===== src/rtl/bin_window_3x3.sv =====
`default_nettype none
// +--------------------------------------------------------------------------+
// | Module      : bin_window_3x3                                             |
// | Description : Two-line buffered 3x3 binary neighbourhood generator with  |
// |               constant border substitution. Optional macro WIN_COORD_EN  |
// |               adds centre-coordinate outputs win_x / win_y.              |
// | Revision    : 1.0 - initial release                                      |
// +--------------------------------------------------------------------------+
module bin_window_3x3 #(
    parameter int   IMG_W      = 320,
    parameter int   IMG_H      = 240,
    parameter logic BORDER_VAL = 1'b1
) (
    input  logic                      clk_out,
    input  logic                      rst_n,
    input  logic                      pix_valid,
    input  logic                      pix_sof,
    input  logic                      pix_in,
    output logic                      in_ready,
    output logic                      win_valid,
    output logic [8:0]                win,
    output logic                      win_eof
`ifdef WIN_COORD_EN
    ,
    output logic [$clog2(IMG_W)-1:0]  win_x,
    output logic [$clog2(IMG_H)-1:0]  win_y
`endif
);

    localparam int c_COL_W = $clog2(IMG_W);
    localparam int c_ROW_W = $clog2(IMG_H);
    localparam int c_N_W   = $clog2(IMG_W * IMG_H + IMG_W + 1);

    localparam logic [c_COL_W-1:0] c_COL_LAST = c_COL_W'(IMG_W - 1);
    localparam logic [c_ROW_W-1:0] c_ROW_LAST = c_ROW_W'(IMG_H - 1);
    localparam logic [c_N_W-1:0]   c_N_FIRST  = c_N_W'(IMG_W + 1);
    localparam logic [c_N_W-1:0]   c_N_LAST   = c_N_W'(IMG_W * IMG_H - 1);
    localparam logic [c_N_W-1:0]   c_N_FL_END = c_N_W'(IMG_W * IMG_H + IMG_W);

    localparam logic [1:0] c_ST_IDLE  = 2'd0;
    localparam logic [1:0] c_ST_PRIME = 2'd1;
    localparam logic [1:0] c_ST_RUN   = 2'd2;
    localparam logic [1:0] c_ST_FLUSH = 2'd3;

    logic [1:0]         r_state, w_state_nxt;
    logic [c_N_W-1:0]   r_n, w_n_nxt;
    logic [c_COL_W-1:0] r_col, w_col_nxt, w_wr_col;
    logic [c_COL_W-1:0] r_cx;
    logic [c_ROW_W-1:0] r_cy;
    logic               w_push, w_fire, w_new_frame, w_pix;

    logic               r_lb0 [IMG_W];
    logic               r_lb1 [IMG_W];
    logic               r_lb0_q, r_lb1_q;

    logic [2:0]         r_top, r_mid, r_bot;
    logic [2:0]         w_top_nxt, w_mid_nxt, w_bot_nxt;
    logic [8:0]         w_force, w_win_nxt;
    logic               w_last;

    logic               r_win_valid, r_win_eof;
    logic [8:0]         r_win;

    always_comb begin
        w_state_nxt = r_state;
        w_push      = 1'b0;
        w_fire      = 1'b0;
        w_new_frame = 1'b0;
        case (r_state)
            c_ST_IDLE: begin
                if (pix_valid && pix_sof) begin
                    w_push      = 1'b1;
                    w_new_frame = 1'b1;
                    w_state_nxt = c_ST_PRIME;
                end
            end
            c_ST_PRIME, c_ST_RUN: begin
                if (pix_valid) begin
                    w_push = 1'b1;
                    if (pix_sof) begin
                        w_new_frame = 1'b1;
                        w_state_nxt = c_ST_PRIME;
                    end else if (r_state == c_ST_PRIME) begin
                        if (r_n == c_N_FIRST) begin
                            w_fire      = 1'b1;
                            w_state_nxt = c_ST_RUN;
                        end
                    end else begin
                        w_fire = 1'b1;
                        if (r_n == c_N_LAST) begin
                            w_state_nxt = c_ST_FLUSH;
                        end
                    end
                end
            end
            c_ST_FLUSH: begin
                w_push = 1'b1;
                w_fire = 1'b1;
                if (r_n == c_N_FL_END) begin
                    w_state_nxt = c_ST_IDLE;
                end
            end
            default: w_state_nxt = c_ST_IDLE;
        endcase
    end

    // The sof pixel is always column 0, whatever column the aborted frame reached.
    always_comb begin
        w_pix    = (r_state == c_ST_FLUSH) ? BORDER_VAL : pix_in;
        w_wr_col = w_new_frame ? '0 : r_col;
        w_n_nxt  = r_n;
        if (w_new_frame) begin
            w_n_nxt = c_N_W'(1);
        end else if (w_push) begin
            w_n_nxt = (w_state_nxt == c_ST_IDLE) ? '0 : r_n + c_N_W'(1);
        end
        w_col_nxt = r_col;
        if (!rst_n) begin
            w_col_nxt = '0;
        end else if (w_push) begin
            w_col_nxt = (w_wr_col == c_COL_LAST) ? '0 : w_wr_col + c_COL_W'(1);
        end
    end

    // Read address is the next pixel's column, so read data is ready when it arrives.
    always_ff @(posedge clk_out) begin
        if (rst_n && w_push) begin
            r_lb0[w_wr_col] <= w_pix;
            r_lb1[w_wr_col] <= r_lb0_q;
        end
        r_lb0_q <= r_lb0[w_col_nxt];
        r_lb1_q <= r_lb1[w_col_nxt];
    end

    always_comb begin
        w_top_nxt = {r_lb1_q, r_top[2:1]};
        w_mid_nxt = {r_lb0_q, r_mid[2:1]};
        w_bot_nxt = {w_pix,   r_bot[2:1]};
        w_force   = (9'b001_001_001 & {9{r_cx == '0}})
                  | (9'b100_100_100 & {9{r_cx == c_COL_LAST}})
                  | (9'b000_000_111 & {9{r_cy == '0}})
                  | (9'b111_000_000 & {9{r_cy == c_ROW_LAST}});
        w_win_nxt = ({w_bot_nxt, w_mid_nxt, w_top_nxt} & ~w_force)
                  | (w_force & {9{BORDER_VAL}});
        w_last    = (r_cx == c_COL_LAST) && (r_cy == c_ROW_LAST);
    end

    always_ff @(posedge clk_out) begin
        if (!rst_n) begin
            r_state     <= c_ST_IDLE;
            r_n         <= '0;
            r_col       <= '0;
            r_cx        <= '0;
            r_cy        <= '0;
            r_top       <= '0;
            r_mid       <= '0;
            r_bot       <= '0;
            r_win_valid <= 1'b0;
            r_win       <= '0;
            r_win_eof   <= 1'b0;
        end else begin
            r_state     <= w_state_nxt;
            r_n         <= w_n_nxt;
            r_col       <= w_col_nxt;
            r_win_valid <= w_fire;
            r_win_eof   <= w_fire && w_last;
            if (w_push) begin
                r_top <= w_top_nxt;
                r_mid <= w_mid_nxt;
                r_bot <= w_bot_nxt;
            end
            if (w_fire) begin
                r_win <= w_win_nxt;
            end
            if (w_new_frame) begin
                r_cx <= '0;
                r_cy <= '0;
            end else if (w_fire) begin
                if (r_cx == c_COL_LAST) begin
                    r_cx <= '0;
                    r_cy <= (r_cy == c_ROW_LAST) ? '0 : r_cy + c_ROW_W'(1);
                end else begin
                    r_cx <= r_cx + c_COL_W'(1);
                end
            end
        end
    end

`ifdef WIN_COORD_EN
    logic [c_COL_W-1:0] r_win_x;
    logic [c_ROW_W-1:0] r_win_y;

    always_ff @(posedge clk_out) begin
        if (!rst_n) begin
            r_win_x <= '0;
            r_win_y <= '0;
        end else if (w_fire) begin
            r_win_x <= r_cx;
            r_win_y <= r_cy;
        end
    end

    assign win_x = r_win_x;
    assign win_y = r_win_y;
`endif

    assign in_ready  = (r_state != c_ST_FLUSH);
    assign win_valid = r_win_valid;
    assign win       = r_win;
    assign win_eof   = r_win_eof;

endmodule
`default_nettype wire


===== config.mk =====
export PLATFORM = sky130hd
export DESIGN_NAME = bin_window_3x3
export DESIGN_NICKNAME = d
export VERILOG_FILES = /design/src/rtl/bin_window_3x3.sv
export SDC_FILE = /design/constraint.sdc
export NUM_CORES = 1
export LEC_CHECK = 0
export CAP_MARGIN = 15
export CORE_MARGIN = 4
export CORE_UTILIZATION = 57
export DETAILED_ROUTE_END_ITERATION = 6
export DONT_BUFFER_PORTS = 1
export GPL_TIMING_DRIVEN = 0
export PLACE_DENSITY_LB_ADDON = 0.12
export SYNTH_ARGS = -nofsm -noshare
export SYNTH_HDL_FRONTEND = slang
export SYNTH_SLANG_ARGS = --single-unit

===== constraint.sdc =====
create_clock -name clk_out -period 5.2 [get_ports clk_out]
set_input_delay 0 -clock clk_out [delete_from_list [all_inputs] [get_ports clk_out]]
set_output_delay 0 -clock clk_out [all_outputs]
set_load 0.1 [all_outputs]

==> metrics.md <==
| Metric | Value |
|---|---|
| Power per cell area | 358 nW/um2 |
| Reg2Reg Launch Point | r_state[0] |
| Syn Area/Cell | 11.6 um2 |
| Final worst setup slack | -28.7 ps |
| Clock root buffer | clkbuf_16 |
| Most frequent cells in the layout | 640 x edfxtp_1, 481 x nand2_1, 395 x nor2_1 |
| Area growth syn-to-layout | 15.5% |
| Cells after Synth | 2628 |
| Die H | 239 um |
| H-tree levels | 3 |
| # rows | 84 |
| CP required | 5710 ps |
| Critical path cell sequence | ha_4 > clkinvlp_4 > nand2_4 > buf_8 > and2_1 > ha_1 > buf_4 > and3_4 > o21ai_1 > a32oi_4 > inv_1 > nor2_2 > buf_4 > nand3_1 > nand4_1 > nor4bb_1 > nand4b_1 > o221ai_4 |
| DRC viols | 2 |
| Top cells by area, synth | edfxtp_1 63%, nand2_1 6.0%, nor2_1 5.0% |
| Max frequency | 191 MHz |
| Minimum clock period | 5230 ps |
| Wire length per cell | 34.6 um |
| Lkg Pwr | 11.7 nW |
| Detailed-route wire length | 121 mm |
| Power Total | 0.0126 W |
| Largest net degree at the start of global routing | 87 |
| Worst-Skew Late Latency | 630 ps |
| Chip width | 239 um |
| Critical path's slowest cell | clkinvlp_4 |
| Number of DRC markers in iteration 0 | 5009 |
| Net Sw Frac | 24.6% |
| Commonest non-fill, non-tap cell in the layout | edfxtp_1 |
| Switch Pwr | 0.00309 W |
| Final non-filler cell total | 3493 |
| Max-slew violations | 0 |
| Initial antenna violation count | 3 |
| Cts bufs inserted | 74 |
| Most used DFF post-synth | edfxtp_1 |
| Layout cells sized above 1 | 12.0% |
| CP startpoint | r_state[0] |
| # nets final | 2762 |
| Fin crit share | 101% |
| Max stage delay on crit path | 510 ps |
| Mapped Nets | 2648 |
| Worst Hold Launch | pix_in |
| Slew HR | 1.59% |
| Worst clock skew | 26.0 ps |
| Final ANT Viol Nets | 0 |
| Status | finished with violations |
| Setup Viol. Count Final | 1 |
| Seq pwr share | 50.2% |
| Final Hold Vio Count | 0 |
| Crit path buffers/inverters | 5 |
| Pre-Repair DR Iteration Count | 7 |
| Failing checks | design-rule violations, negative setup slack |
| Register-to-register path setup slack | -30 ps |
| Synth cell types | 77 |
| Placed cells | 3332 |
| Yosys warns | 0 |
| Max Cap Viol | 0 |
| TritonCTS clock tree | done |
| Vias after detailed routing | 24500 |
| Register bit total from synthesis | 704 |
| Initial Util | 57.7% |
| Peak supply drop | 254 uV |
| Clock Pin Slew Worst Setup and Hold Paths | 60 ps |
| Max clock buf depth | 3 |
| Vias per cell | 7.00 |
| Slew @ Worst Pin | 1480 ps |
| Hold Path Class | input port to register |
| Top cell by count, worst path | buf_4 |
| Mapped cell area | 30400 um2 |
| Post-synthesis sequential area ratio | 67.5% |
| Top delay family on crit path | simple AND/OR/NAND/NOR gates |
| HPWL Detailed | 78.9 mm |
| First-pass GRT wire length | 167 mm |
| Clock Power Share | 40.7% |
| Largest fanout on the critical path | 10 |
| All-Layer GR Usage | 41.8% |
| Clock Sinks | 704 |
| CP Class | register to register |
| Die area | 57000 um2 |
| Startpoint Class | register |
| CP arrival | 5740 ps |
| Async S/R FF share, synth | 0% |
| Vias in the first global route | 23300 |
| Final GP Congestion | 1.11 |
| Synth top area share | 63.3% |
| CP endpoint kind | register |
| Comb pwr share | 9.1% |
| Final global-route overflow total | 0 |
| Leading area contributor after synthesis | edfxtp_1 |
| Number of port buffers | 0 |
| EDFF count, synth | 640 |
| I/O Pins | 17 |
| P_int | 0.00947 W |
| CORE AREA | 52700 um2 |
-- final timing paths --
kind	end	cells past startpoint
min	r_lb0[29]	1
max	r_lb1_q	18
min reg2reg	r_mid[1]	2
max reg2reg	r_lb1_q	18
-- logic make-up after synthesis --
| group | count (synthesis) | share of synthesized area (%) |
|---|---|---|
| buffers and inverters | 223 | 3.18 |
| DFF | 704 | 67.5 |
| xor gates and xnor gates | 28 | 0.807 |
| AOI/OAI and AO/OA | 375 | 8.36 |
| and+or+nand+nor | 1210 | 17.0 |
| muxes | 73 | 2.55 |
| adders and majority gates | 15 | 0.618 |
-- per-layer routing --
layer  up-vias  wire length [um]  GRT usage [%]
li1       9796                 -              -
met1     11800             40500           53.9
met2      2319             51300           59.9
met3       519             19500           15.1
met4         4              9560           26.9
met5         -               103           1.52
-- flip-flops by register name, summed over array words and instances, names as in the netlist --
name	cells
r_bot	2
r_n	17
r_top	2
r_cy	8
r_lb1_q	1
r_cx	9
r_mid	2
r_state	2
win_valid	1
r_lb0	320
win_eof	1
r_lb1	320
r_lb0_q	1
r_col	9
win	9
-- final cells by class --
type	count	area, um2
sequential	704	20500
antenna	5	12.5
inverter	32	133
clock buffer	102	2070
multi-input combinational	1701	9260
tap	688	861
fill	4018	17600
clock inverter	32	214
timing repair buffer	38	556
buffer	191	1460
-- power groups by stage --
stage | logic, W | registers, W | clock network (W)
3_3_place_gp | 0.000809 | 0.00657 | 0
2_1_floorplan | 0.000439 | 0.00649 | 0
4_1_cts | 0.00105 | 0.00630 | 0.00509
5_1_grt | 0.00115 | 0.00630 | 0.00533
3_5_place_dp | 0.000957 | 0.00642 | 0
6_report | 0.00114 | 0.00630 | 0.00512
-- what timing repair did --
item	in CTS	in global routing
buffers inserted	11	5
endpoints found under the hold margin	5	0
endpoints found under the setup margin	9	2
gates resized for setup	262	101
pin swaps	10	14
hold buffers	2	0
-- cells in the mapped netlist (6+ instances only) --
cell / number
nor2b_1: 6
ha_1: 15
buf_2: 68
mux2i_1: 65
clkbuf_1: 95
a32oi_1: 10
a211oi_1: 17
buf_4: 6
and3_1: 34
o21ai_0: 29
a311oi_1: 11
a22oi_1: 38
edfxtp_1: 640
nand3_1: 180
nor3_1: 22
xor2_1: 17
nor2_1: 402
inv_1: 28
nand4_1: 34
dfxtp_1: 64
and2_1: 10
a2111oi_0: 7
xnor2_1: 11
nand2_1: 482
a221oi_1: 22
buf_1: 19
a31oi_1: 21
a21o_1: 9
a21oi_1: 144
-- per-stage QoR --
step | util [%] | area, um2 | worst slack (ps) | hold slack [ps] | TNS [ps]
after CTS | 65.8 | 34700 | 4.85 | 56.9 | 0
after floorplan | - | 30400 | 504 | 378 | 0
final | 66.6 | 35100 | -28.7 | 82.1 | -28.7
after detailed placement | 60.0 | 31600 | -2730 | 450 | -8930
after global routing | 66.6 | 35100 | -48.8 | 82.0 | -56.5
after global placement | 59.3 | 31200 | -2750 | 442 | -291060
Note: power is estimated with default switching activity, not from simulation.
